===== config.mk =====
export PLATFORM = sky130hd
export DESIGN_NAME = vegeta_weight_loader
export DESIGN_NICKNAME = d
export VERILOG_FILES = /design/src/rtl/vegeta_weight_loader.sv
export SDC_FILE = /design/constraint.sdc
export NUM_CORES = 1
export LEC_CHECK = 0
export CAP_MARGIN = 10
export CORE_MARGIN = 2
export CORE_UTILIZATION = 36
export DETAILED_ROUTE_END_ITERATION = 6
export PLACE_DENSITY = 0.74
export SYNTH_ARGS = -nofsm -noshare
export SYNTH_HDL_FRONTEND = slang
export SYNTH_SLANG_ARGS = --single-unit

===== constraint.sdc =====
create_clock -name clk -period 1.6 [get_ports clk]
set_input_delay 0.32 -clock clk [delete_from_list [all_inputs] [get_ports clk]]
set_output_delay 0.32 -clock clk [all_outputs]
set_load 0.05 [all_outputs]

===== src/rtl/vegeta_weight_loader.sv =====
// vegeta_weight_loader: streams NUM_ROWS-word weight tiles into the top of a PE column and manages the PE double buffer.
// Optional define VEGETA_WL_LAST_CHECK_EN enables s_last framing checks reported on the sticky err output.
module vegeta_weight_loader #(
    parameter int ALPHA          = 4,
    parameter int BETA           = 4,
    parameter int MUL_DATAWIDTH  = 8,
    parameter int META_DATA_SIZE = 2,
    parameter int NUM_ROWS       = 16
) (
    input  logic                                                 clk,
    input  logic                                                 rst_n,
    input  logic                                                 s_valid,
    output logic                                                 s_ready,
    input  logic [ALPHA*BETA*(MUL_DATAWIDTH+META_DATA_SIZE)-1:0] s_data,
    input  logic                                                 s_last,
    input  logic                                                 buf_release,
    output logic [ALPHA*BETA*(MUL_DATAWIDTH+META_DATA_SIZE)-1:0] weight_out,
    output logic                                                 weight_xfer_out,
    output logic                                                 wb_sel_out,
    output logic                                                 tile_done,
    output logic [1:0]                                           full_bufs,
    output logic                                                 err
);
    localparam int W  = ALPHA*BETA*(MUL_DATAWIDTH+META_DATA_SIZE);
    localparam int CW = $clog2(NUM_ROWS);
    localparam logic [CW-1:0] LAST_ROW = CW'(NUM_ROWS-1);

    typedef enum logic {LOAD, STALL} state_t;

    state_t         state_q, state_d;
    logic [CW-1:0]  row_cnt_q, row_cnt_d;
    logic [W-1:0]   weight_q, weight_d;
    logic [1:0]     full_q, full_d;
    logic           xfer_q, xfer_d, wb_q, wb_d, done_q, done_d, err_q, err_d;
    logic           accept, last_beat, tile_end;

    always_comb begin
        accept    = s_valid && (state_q == LOAD);
        last_beat = row_cnt_q == LAST_ROW;
        tile_end  = accept && last_beat;
        weight_d  = accept ? s_data : weight_q;
        xfer_d    = accept;
        row_cnt_d = accept ? (last_beat ? '0 : row_cnt_q + 1'b1) : row_cnt_q;
        done_d    = tile_end;
        wb_d      = wb_q ^ tile_end;
        full_d    = full_q;
        if (tile_end && !buf_release)
            full_d = full_q + 2'd1;
        else if (!tile_end && buf_release && full_q != 2'd0)
            full_d = full_q - 2'd1;
        // STALL is only entered with two full buffers, so a release always frees one
        state_d = (state_q == LOAD) ? ((full_d == 2'd2) ? STALL : LOAD)
                                    : (buf_release ? LOAD : STALL);
`ifdef VEGETA_WL_LAST_CHECK_EN
        err_d = err_q | (accept && (s_last != last_beat));
`else
        err_d = err_q & s_last;
`endif
    end

    always_ff @(posedge clk or negedge rst_n) begin
        if (!rst_n) begin
            state_q   <= LOAD;
            row_cnt_q <= '0;
            weight_q  <= '0;
            full_q    <= 2'd0;
            xfer_q    <= 1'b0;
            wb_q      <= 1'b0;
            done_q    <= 1'b0;
            err_q     <= 1'b0;
        end else begin
            state_q   <= state_d;
            row_cnt_q <= row_cnt_d;
            weight_q  <= weight_d;
            full_q    <= full_d;
            xfer_q    <= xfer_d;
            wb_q      <= wb_d;
            done_q    <= done_d;
            err_q     <= err_d;
        end
    end

    assign s_ready         = state_q == LOAD;
    assign weight_out      = weight_q;
    assign weight_xfer_out = xfer_q;
    assign wb_sel_out      = wb_q;
    assign tile_done       = done_q;
    assign full_bufs       = full_q;
    assign err             = err_q;
endmodule


==> flow_metrics.env <==
export IMPL_highest_layer="met4"
export IMPL_final_hold_violation_count=0
export IMPL_skew_ps=8.848
export IMPL_dpl_cell_area_sq_mm=0.009946
export IMPL_syn_inst=724
export IMPL_nets=1242
export IMPL_drt_wl_total_mm=19.28
export IMPL_routabilityCongestion=0.7713
export IMPL_ys_ff_latch=171
export IMPL_clkLatencyLatePin_ps=420
export IMPL_critical_path_slowest_cell="dfrtp_1"
export IMPL_p_leak_nw=5.623
export IMPL_grt_pass1_wl_mm=31.87
export IMPL_grt_overflow=0
export IMPL_crit_reg2reg_capture="state_q"
export IMPL_synthesis_area_sq_mm=0.006521
export IMPL_wl_per_cell_um=14.63
export IMPL_cts_tree="built"
export IMPL_crit_fanout=4
export IMPL_cts_root_buf="clkbuf_16"
export IMPL_die_height_um=138.6
export IMPL_holdWs_ps=382.3
export IMPL_routed_wl_met3_mm=1.791
export IMPL_antenna_left=0
export IMPL_final_cell_mix="nand2_1 (487), buf_4 (190), dfrtp_1 (169)"
export IMPL_n_fill_cell=1571
export IMPL_rsz0062_at_grt="yes"
export IMPL_ys_seq_area_share_pct=65.62
export IMPL_totalPowerFinal_w=0.02221
export IMPL_drive_gt1_share_pct=22.79
export IMPL_cts_buffer_depth=2
export IMPL_dieArea_sq_mm=0.01921
export IMPL_finalMaxSlewViolations=0
export IMPL_setup_ws_ps=73.01
export IMPL_arrival_ps=1820
export IMPL_grt_max_degree=74
export IMPL_endpoint="state_q"
export IMPL_syn_nets=891
export IMPL_worst_r2r_cell_count=6
export IMPL_post_route_cell_area_sq_mm=0.01059
export IMPL_vias=5834
export IMPL_cpPeakStageDelay_ps=390
export IMPL_cts_sinks=171
export IMPL_drt_pre_antenna_iters=5
export IMPL_required_ps=1900
export IMPL_grt_usage_pct=20.75
export IMPL_pwr_density_cell_mw_per_mm2=2098
export IMPL_dr_first_iter_drc_count=167
export IMPL_numCtsBuffers=17
export IMPL_r2r_start="row_cnt_q[1]"
export IMPL_synth_top_area_share_pct=65.62
export IMPL_h_tree_depth=4
export IMPL_synth_warnings=0
export IMPL_wl_met1_mm=7.691
export IMPL_slew_headroom_pct=73.99
export IMPL_peakVddDrop_mv=1.073
export IMPL_die_w_um=138.6
export IMPL_rrSetupSlack_ps=70
export IMPL_fin_crit_sh_pct=95.44
export IMPL_dr_wl_met2_mm=9.299
export IMPL_start_util_pct=36.55
export IMPL_synth_largest_area_cell="dfrtp_1"
export IMPL_avgSynthCellArea_sq_um=9.007
export IMPL_cp_end_kind="flip-flop"
export IMPL_synthDistinctLibCells=26
export IMPL_outcome="completed"
export IMPL_num_rows=49
export IMPL_tightest_slew_ps=390.1
export IMPL_antenna_found_initial=1
export IMPL_drc=0
export IMPL_dp_hpwl_mm=14.31
export IMPL_cp_start_kind="flip-flop"
export IMPL_syn2layout_area_growth_pct=62.36
export IMPL_coreArea_sq_mm=0.01784
export IMPL_setup_violations=0
export IMPL_crit_start="row_cnt_q[1]"
export IMPL_path_class="flip-flop to flip-flop"
export IMPL_pre_cts_slack_ps=-208.1
export IMPL_final_common_cell="nand2_1"
export IMPL_timing_final_crit_period_ps=1527
export IMPL_io_pins=332
export IMPL_cts_clk_slew_worst_paths_ps=60
export IMPL_via_per_inst=4.426
export IMPL_maxCapViolations=0
export IMPL_grt_pass1_vias=6112
export IMPL_hold_class="input pin to asynchronous set/reset pin"
export IMPL_io_buffer_count=331
export IMPL_max_freq_ghz=0.6549
export IMPL_setup_tns_ps=0
export IMPL_synth_area_leaders="dfrtp_1 (66%), nand2_1 (28%), buf_2 (1.4%), buf_4 (0.81%), clkbuf_1 (0.63%)"
export IMPL_crit_chain="ha_2, and3_4, a21oi_4, mux2i_1, a311oi_2, o31ai_2"
[synthesized netlist by cell type]
cell type / instances
a21oi_1: 1
inv_4: 1
and3_4: 1
a21o_1: 1
nand2b_1: 1
and2_1: 1
inv_1: 5
nand4_1: 1
nor3_1: 1
nor3b_2: 1
inv_2: 1
ha_1: 2
o31ai_2: 1
nand3_1: 1
a311oi_2: 1
clkbuf_1: 11
buf_2: 18
dfrtp_1: 171
a21oi_4: 1
buf_4: 7
nand2_2: 1
o21ai_0: 2
a21boi_2: 1
nand2_1: 488
xnor2_1: 3
mux2i_1: 1
[worst min-delay path by stage]
stage | cells after the start | end | slack (ps)
CTS | 2 | weight_out[116] | 380
finish | 2 | weight_out[116] | 380
global route | 2 | weight_out[116] | 400
floorplan | 0 | err | 20
detailed placement | 1 | weight_out[116] | 260
global placement | 1 | weight_out[116] | 260
[layer usage]
metal  up-vias  track usage [%]
li1       2881                -
met1      2669            25.33
met2       252            34.13
met3        32            7.355
met4         0            7.680
met5         -                0
[what timing repair did]
action                     CTS  global route
pin swaps                    1             5
cloned                       0             0
hold endpoints to repair    30             0
setup endpoints to repair    1             2
buffers inserted             0             2
hold buffers                 1             0
resized for setup            0             2
[state kept, by name (all words and copies together) (netlist names)]
name	flops
full_bufs	2
weight_xfer_out	1
weight_out	160
row_cnt_q	4
tile_done	1
err	1
state_q	1
wb_sel_out	1
[critical path: cells and delay by family (launching register included)]
kind	cells	cell delay [ps]
AOI/OAI and AO/OA	3	560
muxes	1	100
DFF	1	390
and+or+nand+nor	1	170
adders and majority gates	1	200
[through the flow]
stage                     cells  utilization (%)
after floorplan             724                -
after global placement     1282            55.75
after detailed placement   1282            55.75
after CTS                  1315            59.22
after global routing       1318            59.35
final                      1318            59.35
[power by group]
part | internal (W) | switching, W
clock | 0.00244 | 0.00181
sequential | 0.00584 | 0.000898
combinational | 0.00344 | 0.00778
[kinds of logic (layout without fill, tap and decap cells)]
kind of cell | count (synthesis) | after routing | share of synthesized area, %
compound gates | 8 | 8 | 1.189
xor+xnor | 3 | 3 | 0.4030
fa+ha+maj | 2 | 2 | 0.3837
buf+inv | 43 | 407 | 3.262
flops | 171 | 171 | 65.62
mux | 1 | 1 | 0.1535
other cells | 0 | 1 | 0
simple gates | 496 | 496 | 28.99
[area by class of cell]
class,instances,area [sq um],area share [%]
clock buffer,20,456.7,4.313
inverter,7,28.78,0.2718
tap,229,286.5,2.706
clock inverter,12,152.6,1.442
multi-input combinational,510,2039,19.26
timing repair buffer,368,3339,31.54
antenna,1,2.502,0.02363
sequential,171,4282,40.44
No activity file was read; power rests on OpenSTA's default activity.
